### src/rtl/dbus_axi_bridge.sv
// -----------------------------------------------------------------------------
// dbus_pkg / dbus_axi_bridge
// Purpose : Converts one memory-stage data-bus request at a time into a
//           single-beat AXI4 read (strobe == 0) or write (strobe != 0).
//           The request is latched on acceptance, so the memory stage may
//           change or drop dreq afterwards (e.g. on a pipeline flush).
// Ports   :
//   clk       - single clock, rising edge
//   resetn    - asynchronous active-low reset
//   dreq      - request from the memory stage (valid, addr, size, strobe, data)
//   dresp     - addr_ok (combinational accept), data_ok (registered one-cycle
//               completion pulse), data (read data, 0 after a write)
//   axi       - AXI4 master channels (see dbus_axi_bridge_if)
//   bus_err   - one-cycle pulse alongside data_ok when rresp/bresp was nonzero
// Parameter:
//   AXI_ID    - constant transaction id driven on arid/awid
// -----------------------------------------------------------------------------
package dbus_pkg;
    typedef enum logic [1:0] {
        MSIZE1 = 2'd0,
        MSIZE2 = 2'd1,
        MSIZE4 = 2'd2
    } msize_t;

    typedef struct packed {
        logic        valid;
        logic [31:0] addr;
        msize_t      size;
        logic [3:0]  strobe;
        logic [31:0] data;
    } dbus_req_t;

    typedef struct packed {
        logic        addr_ok;
        logic        data_ok;
        logic [31:0] data;
    } dbus_resp_t;
endpackage

module dbus_axi_bridge
    import dbus_pkg::*;
#(
    parameter logic [3:0] AXI_ID = 4'd1
) (
    input  logic               clk,
    input  logic               resetn,
    input  dbus_req_t          dreq,
    output dbus_resp_t         dresp,
    dbus_axi_bridge_if.master  axi,
    output logic               bus_err
);

    typedef enum logic [2:0] {
        IDLE,
        RADDR,
        RDATA,
        WREQ,
        WRESP
    } state_e;

    state_e      state_q,   state_d;
    logic [31:0] addr_q,    addr_d;
    msize_t      size_q,    size_d;
    logic [3:0]  strobe_q,  strobe_d;
    logic [31:0] data_q,    data_d;
    logic        aw_done_q, aw_done_d;
    logic        w_done_q,  w_done_d;
    logic        arvalid_q, arvalid_d;
    logic        rready_q,  rready_d;
    logic        awvalid_q, awvalid_d;
    logic        wvalid_q,  wvalid_d;
    logic        bready_q,  bready_d;
    logic        data_ok_q, data_ok_d;
    logic        bus_err_q, bus_err_d;
    logic [31:0] rdata_q,   rdata_d;

    logic        aw_fire;
    logic        w_fire;

    // Only single-beat transfers are issued, so rlast carries no information.
    logic        unused_rlast;
    assign unused_rlast = axi.rlast;

    function automatic logic [2:0] axsize(input msize_t s);
        case (s)
            MSIZE1:  axsize = 3'd0;
            MSIZE2:  axsize = 3'd1;
            MSIZE4:  axsize = 3'd2;
            default: axsize = 3'd2;
        endcase
    endfunction

    assign aw_fire = awvalid_q & axi.awready;
    assign w_fire  = wvalid_q  & axi.wready;

    always_comb begin
        // NOTE: every _d starts from its _q (or a pulse default of 0) so no
        // path through the case leaves a signal unassigned and infers a latch.
        state_d   = state_q;
        addr_d    = addr_q;
        size_d    = size_q;
        strobe_d  = strobe_q;
        data_d    = data_q;
        aw_done_d = aw_done_q;
        w_done_d  = w_done_q;
        arvalid_d = arvalid_q;
        rready_d  = rready_q;
        awvalid_d = awvalid_q;
        wvalid_d  = wvalid_q;
        bready_d  = bready_q;
        rdata_d   = rdata_q;
        data_ok_d = 1'b0;
        bus_err_d = 1'b0;

        case (state_q)
            IDLE: begin
                if (dreq.valid) begin
                    addr_d   = dreq.addr;
                    size_d   = dreq.size;
                    strobe_d = dreq.strobe;
                    data_d   = dreq.data;
                    if (dreq.strobe == 4'b0000) begin
                        state_d   = RADDR;
                        arvalid_d = 1'b1;
                    end else begin
                        state_d   = WREQ;
                        awvalid_d = 1'b1;
                        wvalid_d  = 1'b1;
                        aw_done_d = 1'b0;
                        w_done_d  = 1'b0;
                    end
                end
            end
            RADDR: begin
                if (axi.arready) begin
                    arvalid_d = 1'b0;
                    rready_d  = 1'b1;
                    state_d   = RDATA;
                end
            end
            RDATA: begin
                if (axi.rvalid) begin
                    rready_d  = 1'b0;
                    rdata_d   = axi.rdata;
                    data_ok_d = 1'b1;
                    bus_err_d = |axi.rresp;
                    state_d   = IDLE;
                end
            end
            WREQ: begin
                if (aw_fire) begin
                    awvalid_d = 1'b0;
                    aw_done_d = 1'b1;
                end
                if (w_fire) begin
                    wvalid_d = 1'b0;
                    w_done_d = 1'b1;
                end
                // Either handshake may land first, or both in the same cycle.
                if ((aw_done_q | aw_fire) & (w_done_q | w_fire)) begin
                    bready_d = 1'b1;
                    state_d  = WRESP;
                end
            end
            WRESP: begin
                if (axi.bvalid) begin
                    bready_d  = 1'b0;
                    rdata_d   = 32'h0;
                    data_ok_d = 1'b1;
                    bus_err_d = |axi.bresp;
                    aw_done_d = 1'b0;
                    w_done_d  = 1'b0;
                    state_d   = IDLE;
                end
            end
            default: state_d = IDLE;
        endcase
    end

    // NOTE: sequential state uses non-blocking assignments so every flop
    // samples the pre-edge value of every other flop, independent of order.
    always_ff @(posedge clk or negedge resetn) begin
        if (!resetn) begin
            state_q   <= IDLE;
            addr_q    <= 32'h0;
            size_q    <= MSIZE1;
            strobe_q  <= 4'h0;
            data_q    <= 32'h0;
            aw_done_q <= 1'b0;
            w_done_q  <= 1'b0;
            arvalid_q <= 1'b0;
            rready_q  <= 1'b0;
            awvalid_q <= 1'b0;
            wvalid_q  <= 1'b0;
            bready_q  <= 1'b0;
            data_ok_q <= 1'b0;
            bus_err_q <= 1'b0;
            rdata_q   <= 32'h0;
        end else begin
            state_q   <= state_d;
            addr_q    <= addr_d;
            size_q    <= size_d;
            strobe_q  <= strobe_d;
            data_q    <= data_d;
            aw_done_q <= aw_done_d;
            w_done_q  <= w_done_d;
            arvalid_q <= arvalid_d;
            rready_q  <= rready_d;
            awvalid_q <= awvalid_d;
            wvalid_q  <= wvalid_d;
            bready_q  <= bready_d;
            data_ok_q <= data_ok_d;
            bus_err_q <= bus_err_d;
            rdata_q   <= rdata_d;
        end
    end

    // addr_ok is combinational so the memory stage sees acceptance in the
    // same cycle it presents the request.
    always_comb begin
        dresp.addr_ok = (state_q == IDLE) & dreq.valid;
        dresp.data_ok = data_ok_q;
        dresp.data    = rdata_q;
    end

    assign bus_err = bus_err_q;

    assign axi.arid    = AXI_ID;
    assign axi.araddr  = addr_q;
    assign axi.arlen   = 8'd0;
    assign axi.arsize  = axsize(size_q);
    assign axi.arburst = 2'b01;
    assign axi.arvalid = arvalid_q;
    assign axi.rready  = rready_q;

    assign axi.awid    = AXI_ID;
    assign axi.awaddr  = addr_q;
    assign axi.awlen   = 8'd0;
    assign axi.awsize  = axsize(size_q);
    assign axi.awburst = 2'b01;
    assign axi.awvalid = awvalid_q;

    assign axi.wdata   = data_q;
    assign axi.wstrb   = strobe_q;
    assign axi.wlast   = 1'b1;
    assign axi.wvalid  = wvalid_q;

    assign axi.bready  = bready_q;

endmodule

### src/rtl/dbus_axi_bridge_if.sv
// -----------------------------------------------------------------------------
// dbus_axi_bridge_if
// Purpose : Bundles the five AXI4 channels (AR, R, AW, W, B) used by the
//           single-beat data-bus bridge into one interface.
// Modports:
//   master - the bridge side: drives AR/AW/W payload and valids, R/B readys.
//   slave  - the memory/interconnect side: drives arready/awready/wready,
//            the R channel payload and valid, and the B channel response.
// -----------------------------------------------------------------------------
interface dbus_axi_bridge_if;
    // Read address channel
    logic [3:0]  arid;
    logic [31:0] araddr;
    logic [7:0]  arlen;
    logic [2:0]  arsize;
    logic [1:0]  arburst;
    logic        arvalid;
    logic        arready;
    // Read data channel
    logic [31:0] rdata;
    logic [1:0]  rresp;
    logic        rlast;
    logic        rvalid;
    logic        rready;
    // Write address channel
    logic [3:0]  awid;
    logic [31:0] awaddr;
    logic [7:0]  awlen;
    logic [2:0]  awsize;
    logic [1:0]  awburst;
    logic        awvalid;
    logic        awready;
    // Write data channel
    logic [31:0] wdata;
    logic [3:0]  wstrb;
    logic        wlast;
    logic        wvalid;
    logic        wready;
    // Write response channel
    logic [1:0]  bresp;
    logic        bvalid;
    logic        bready;

    modport master (
        output arid, araddr, arlen, arsize, arburst, arvalid,
        input  arready,
        input  rdata, rresp, rlast, rvalid,
        output rready,
        output awid, awaddr, awlen, awsize, awburst, awvalid,
        input  awready,
        output wdata, wstrb, wlast, wvalid,
        input  wready,
        input  bresp, bvalid,
        output bready
    );

    modport slave (
        input  arid, araddr, arlen, arsize, arburst, arvalid,
        output arready,
        output rdata, rresp, rlast, rvalid,
        input  rready,
        input  awid, awaddr, awlen, awsize, awburst, awvalid,
        output awready,
        input  wdata, wstrb, wlast, wvalid,
        output wready,
        output bresp, bvalid,
        input  bready
    );
endinterface

### src/flat_wrapper.sv
// flat-port wrapper written by rule: the top's interface ports become plain ports
module dbus_axi_bridge_flat import dbus_pkg::*;
#(
    parameter logic [3:0] AXI_ID = 4'd1
)
  (clk, resetn, dreq, dresp, bus_err, axi_arid, axi_araddr, axi_arlen, axi_arsize, axi_arburst, axi_arvalid, axi_arready, axi_rdata, axi_rresp, axi_rlast, axi_rvalid, axi_rready, axi_awid, axi_awaddr, axi_awlen, axi_awsize, axi_awburst, axi_awvalid, axi_awready, axi_wdata, axi_wstrb, axi_wlast, axi_wvalid, axi_wready, axi_bresp, axi_bvalid, axi_bready);
  dbus_axi_bridge_if axi_i ();
  input  logic clk;
  input  logic resetn;
  input  dbus_req_t dreq;
  output dbus_resp_t dresp;
  output logic bus_err;
  output wire logic [$bits(axi_i.arid)-1:0] axi_arid;
  output wire logic [$bits(axi_i.araddr)-1:0] axi_araddr;
  output wire logic [$bits(axi_i.arlen)-1:0] axi_arlen;
  output wire logic [$bits(axi_i.arsize)-1:0] axi_arsize;
  output wire logic [$bits(axi_i.arburst)-1:0] axi_arburst;
  output wire logic [$bits(axi_i.arvalid)-1:0] axi_arvalid;
  input wire logic [$bits(axi_i.arready)-1:0] axi_arready;
  input wire logic [$bits(axi_i.rdata)-1:0] axi_rdata;
  input wire logic [$bits(axi_i.rresp)-1:0] axi_rresp;
  input wire logic [$bits(axi_i.rlast)-1:0] axi_rlast;
  input wire logic [$bits(axi_i.rvalid)-1:0] axi_rvalid;
  output wire logic [$bits(axi_i.rready)-1:0] axi_rready;
  output wire logic [$bits(axi_i.awid)-1:0] axi_awid;
  output wire logic [$bits(axi_i.awaddr)-1:0] axi_awaddr;
  output wire logic [$bits(axi_i.awlen)-1:0] axi_awlen;
  output wire logic [$bits(axi_i.awsize)-1:0] axi_awsize;
  output wire logic [$bits(axi_i.awburst)-1:0] axi_awburst;
  output wire logic [$bits(axi_i.awvalid)-1:0] axi_awvalid;
  input wire logic [$bits(axi_i.awready)-1:0] axi_awready;
  output wire logic [$bits(axi_i.wdata)-1:0] axi_wdata;
  output wire logic [$bits(axi_i.wstrb)-1:0] axi_wstrb;
  output wire logic [$bits(axi_i.wlast)-1:0] axi_wlast;
  output wire logic [$bits(axi_i.wvalid)-1:0] axi_wvalid;
  input wire logic [$bits(axi_i.wready)-1:0] axi_wready;
  input wire logic [$bits(axi_i.bresp)-1:0] axi_bresp;
  input wire logic [$bits(axi_i.bvalid)-1:0] axi_bvalid;
  output wire logic [$bits(axi_i.bready)-1:0] axi_bready;
  assign axi_arid = axi_i.arid;
  assign axi_araddr = axi_i.araddr;
  assign axi_arlen = axi_i.arlen;
  assign axi_arsize = axi_i.arsize;
  assign axi_arburst = axi_i.arburst;
  assign axi_arvalid = axi_i.arvalid;
  assign axi_i.arready = axi_arready;
  assign axi_i.rdata = axi_rdata;
  assign axi_i.rresp = axi_rresp;
  assign axi_i.rlast = axi_rlast;
  assign axi_i.rvalid = axi_rvalid;
  assign axi_rready = axi_i.rready;
  assign axi_awid = axi_i.awid;
  assign axi_awaddr = axi_i.awaddr;
  assign axi_awlen = axi_i.awlen;
  assign axi_awsize = axi_i.awsize;
  assign axi_awburst = axi_i.awburst;
  assign axi_awvalid = axi_i.awvalid;
  assign axi_i.awready = axi_awready;
  assign axi_wdata = axi_i.wdata;
  assign axi_wstrb = axi_i.wstrb;
  assign axi_wlast = axi_i.wlast;
  assign axi_wvalid = axi_i.wvalid;
  assign axi_i.wready = axi_wready;
  assign axi_i.bresp = axi_bresp;
  assign axi_i.bvalid = axi_bvalid;
  assign axi_bready = axi_i.bready;
  dbus_axi_bridge #(.AXI_ID(AXI_ID)) u_core (.clk(clk), .resetn(resetn), .dreq(dreq), .dresp(dresp), .axi(axi_i), .bus_err(bus_err));
endmodule
### config.mk
export PLATFORM = sky130hd
export DESIGN_NAME = dbus_axi_bridge_flat
export DESIGN_NICKNAME = d
export VERILOG_FILES = /design/src/rtl/dbus_axi_bridge.sv /design/src/rtl/dbus_axi_bridge_if.sv /design/src/flat_wrapper.sv
export SDC_FILE = /design/constraint.sdc
export NUM_CORES = 1
export LEC_CHECK = 0
export ABC_AREA = 0
export CAP_MARGIN = 15
export CORE_MARGIN = 4
export CORE_UTILIZATION = 34
export DETAILED_ROUTE_END_ITERATION = 8
export MAX_ROUTING_LAYER = met4
export PLACE_DENSITY = 0.77
export REMOVE_ABC_BUFFERS = 1
export SKIP_CTS_REPAIR_TIMING = 1
export SLEW_MARGIN = 20
export SYNTH_ARGS = -nofsm -noshare
export SYNTH_HDL_FRONTEND = slang
export SYNTH_SLANG_ARGS = --single-unit
### constraint.sdc
create_clock -name clk -period 1.6 [get_ports clk]
set_clock_uncertainty 0.15 [all_clocks]
set_input_delay 0.32 -clock clk [delete_from_list [all_inputs] [get_ports clk]]
set_output_delay 0.32 -clock clk [all_outputs]
set_load 0.01 [all_outputs]
# Word level (Yosys, flattened, before mapping)
# Index checks and enable logic that the tools add are counted.
[word_totals] register_bits=114 latch_bits=0 mem_bits_rw=0 mem_bits_ro=0 elab_cells=95 mem_count=0
[op_classes] n_addsub=0 mul=0 div=0 order_cmp=0 eq_ne=14 shifts=0 n_mux=39 bitwise_logic=6 n_reduce_logical=21
[op_table] op="$mux 32" n=2
[op_table] op="$pmux 32 s2" n=1
[op_table] op="$mux 1" n=19
[op_table] op="$mux 3" n=5
[op_table] op="$pmux 3 s5" n=1
[op_table] op="$reduce_and 5->1" n=3
[op_table] op="$pmux 1 s2" n=7
[op_table] op="$reduce_and 4->1" n=3
[op_table] op="$ne 2x2->1 const B" n=5
[op_table] op="$reduce_bool 2->1" n=5
[op_table] op="$reduce_and 3->1" n=3
[op_table] op="$ne 2x1->1 const B" n=4
[op_table] op="$eq 3x2->1 const B" n=2
[op_table] op="$pmux 1 s3" n=2
[op_table] op="$and 1x1->1" n=4
[op_table] op="$logic_not 4->1" n=1
[op_table] op="$pmux 2 s2" n=1
[op_table] op="$reduce_or 2->1" n=2
[op_table] op="$eq 3x1->1 const B" n=1
[op_table] op="$eq 3x3->1 const B" n=1
[op_table] op="$logic_not 3->1" n=1
[op_table] op="$reduce_bool 3->1" n=1
[op_table] op="$eq 2x1->1 const B" n=1
[op_table] op="$logic_not 2->1" n=1
[op_table] op="3 further kinds" n=4

# Depth between registers and ports, before layout
[logic_depth] word_depth=5 ltp_mapped=7 mapped_depth_nobuf=3

# Worst setup path after synthesis
# OpenSTA, ideal clock, no wires.
[synth_path] path_type="flip-flop to flip-flop" startpoint="register u_core.state_q[1]" endpoint="register u_core.addr_q[0] (netlist: u_core.axi.araddr[0])" setup_time_ns=0.127 t_arrival_ns=1.427 required_time_ns=1.323 path_slack_ns=-0.104 path_stages_with_launch=6 period_less_slack_ns=1.704 path_cell_list="dfrtp_1 -> buf_2 -> nor4b_2 -> buf_4 -> buf_6 -> mux2_1"
[synth_via] elab_chain_len=2
[synth_lines] item="from (decl)" line_no="dbus_axi_bridge.sv:61" rtl="state_e state_q, state_d;"
[synth_lines] item="from (signal assigned)" line_no="dbus_axi_bridge.sv:200" rtl="state_q <= state_d;"
[synth_lines] item="$logic_not 3->1" line_no="dbus_axi_bridge.sv:115" rtl="case (state_q)"
[synth_lines] item="$reduce_and 2->1 (no source line)"
[synth_lines] item="to (signal assigned)" line_no="dbus_axi_bridge.sv:201" rtl="addr_q <= addr_d;"
[synth_lines] item="to (decl)" line_no="dbus_axi_bridge.sv:62" rtl="logic [31:0] addr_q, addr_d;"
# Every way passes these cells.
# A chain may end at the register's enable or synchronous reset.

==> out/results.tsv <==
stage	metric	value	unit
synthesis	post-synth top area cell	dfrtp_1	
place	placer congestion estimate	0.831	
cts	Clock transition at path regs	50	ps
timing	final-report hold violation count	0	
synthesis	most frequent cell after synthesis	dfrtp_1	
synthesis	Avg Inst Size Synth	14.2	sq um
layout	non-filler cells, final	779	
synthesis	sequential area share after synthesis	0.587	
cts	clock latency on the worst-skew pair	400	ps
cts	Max clock buf depth	2	
timing	Final Max Tran Viols	0	
timing	final setup vio count	110	
global_route	first-pass GRT wire length	20000	microns
power	PwrDens	1900	nW/um^2
global_route	total gr overflow	0	
cts	CTS tree	done	
synthesis	YS warnings	0	
timing	crit share post-route	1.13	
routing	antenna viol nets, final	0	
critical_path	crit path launch type	flop	
cts	total CTS buffers	17	
global_route	largest net degree at the start of global routing	59	
synthesis	library cells used by synthesis	31	
power	maximum vdd drop	0.941	mV
layout	fill cell count	1049	
place	pre-CTS setup slack	-505	ps
synthesis	Mapped Cells	342	
synthesis	post-synthesis register bit count	114	
timing	post-layout min period	1810	ps
routing	WL/cell	18.1	microns
critical_path	CP Capture Type	primary output	
place	DP HPWL	10000	microns
synthesis	Synth async-reset ratio	1.00	
die	Die W	128	microns
timing	Max Fclk	552	MHz
layout	nets@finish	703	
routing	final wirelength	14100	microns
die	Core Rows	43	
worst_hold_path	HP Class	in2async	
routing	DRT iter0 DRCs	88	
layout	share of layout cells above drive strength 1	0.127	
outcome	status	complete, but fails checks	
die	die area	16300	sq um
flow_run	maxcap violations	0	
die	initial core utilization	0.349	
critical_path	CP required	1130	ps
synthesis	most frequent cells after synthesis	dfrtp_1 (114), mux2_1 (70), buf_4 (68), a22o_1 (34), buf_6 (9)	
cts	CTS sink count	114	
place	IO buf count	257	
place	placed cells	743	
synthesis	Synth top area share	0.587	
critical_path	R2R depth	6	
layout	multi-input logic area	1520	sq um
layout	n_diodes	0	
cts	H-tree levels	4	
routing	router iterations before antenna repair	4	
layout	area growth from synthesis to layout	72.6	%
timing	worst setup margin	-211	ps
critical_path	Max FO, Critical Path	2	
outcome	violated checks	negative setup slack	
global_route	vias in the first global route	3846	
power	leakage power	4.95	nW
routing	DR vias	3559	
global_route	antenna violations before repair	0	
critical_path	Critical Path AT	1340	ps
layout	Register Area	2850	sq um
synthesis	number of flops mapped to enable cells by yosys	0	
routing	number of vias per cell	4.57	
critical_path	reg-to-reg setup timing slack	-190	ps
synthesis	Syn Std Cell Area	4860	sq um
timing	unrepaired setup endpoints after global routing	yes	
cts	CTS root buf	clkbuf_16	
die	number of top-level pins	290	
die	Die Ht	128	microns
global_route	Overall Global Routing Usage	0.163	
die	area of the core	13900	sq um
synthesis	synth top area cells	dfrtp_1 (59%), mux2_1 (16%), buf_4 (11%)	
timing	Setup TNS Final	-14800	ps
routing	drt drc	0	
synthesis	predominant post-synthesis flop cell	dfrtp_1	
critical_path	type of the worst setup path	reg2out	
## area by class of cell
class,count,area share
Tap cell,180,0.0268
Sequential cell,114,0.340
Multi-Input combinational cell,170,0.181
Clock inverter,10,0.00746
Clock buffer,20,0.0556
Inverter,2,0.000895
Timing Repair Buffer,283,0.388
## registers in the layout, indices dropped and copies added, names as in the netlist, 2 cells and up
name               count
u_core.axi.araddr     32
u_core.axi.wdata      32
u_core.axi.wstrb       4
u_core.rdata_q        32
u_core.size_q          2
u_core.state_q         3
## critical path, cell delays in order, from the launching register on
cell and delay [ps]:
dfrtp_1 410, nor4b_4 320, dlymetal6s2s_1 210
## cells in the final DEF (no fill, tap or decap), types with 2 or more instances in the layout
master,n
nand2b_1,2
nand2_1,2
clkbuf_8,3
nand3_1,2
dlymetal6s2s_1,142
conb_1,31
clkinv_2,5
nor2_1,2
clkinvlp_4,5
buf_6,7
a21oi_1,5
clkbuf_16,20
o21ai_0,2
a2bb2oi_2,2
mux2_4,7
clkdlybuf4s50_1,112
buf_12,5
a22o_1,34
mux2_1,63
dfrtp_1,114
o21ai_1,3
clkbuf_2,2
buf_4,11
## per-stage QoR
step | total power [W] | cell area (sq um) | utilization | hold WS [ps]
finish | 0.0159 | 8390 | 0.602 | 322
global route | 0.0169 | 8390 | 0.602 | 343
global placement | 0.0126 | 7330 | 0.526 | 193
detailed placement | 0.0128 | 7330 | 0.526 | 204
floorplan | 0.00782 | 4310 | - | -126
CTS | 0.0163 | 7860 | 0.564 | -235
## metal layers
metal | GRT usage | wire (microns)
met3 | 0.0527 | 1300
met5 | - | 0
met1 | 0.181 | 5140
met4 | 0.0662 | 283
met2 | 0.272 | 7380
## cells by family (layout without fill, tap and decap cells)
logic type             Yosys count  count (layout)  synth area share
AO/OA/AOI/OAI                   50              50            0.0834
buffers and inverters           87             315             0.137
flip-flops                     114             114             0.587
multiplexers                    70              70             0.162
other                            2              31           0.00154
AND/OR/NAND/NOR                 19              19            0.0293
## final timing paths
kind	startpoint	to
setup / recovery	u_core.state_q[0]	dresp[33]
hold / removal	resetn	u_core.rdata_q[6]
setup reg to reg	u_core.state_q[0]	u_core.rdata_q[16]
hold reg to reg	u_core.axi.wdata[14]	u_core.axi.wdata[14]
max in group asynchronous	resetn	u_core.axi.araddr[3]
min in group clk	u_core.axi.wdata[14]	u_core.axi.wdata[14]
## where the power goes
group	internal (W)	leakage [nW]	switching (W)
Combinational	0.00442	3.33	0.00300
Clock	0.00206	0.251	0.00126
Sequential	0.00432	1.37	0.000888
Note: power is estimated with default switching activity, not from simulation.
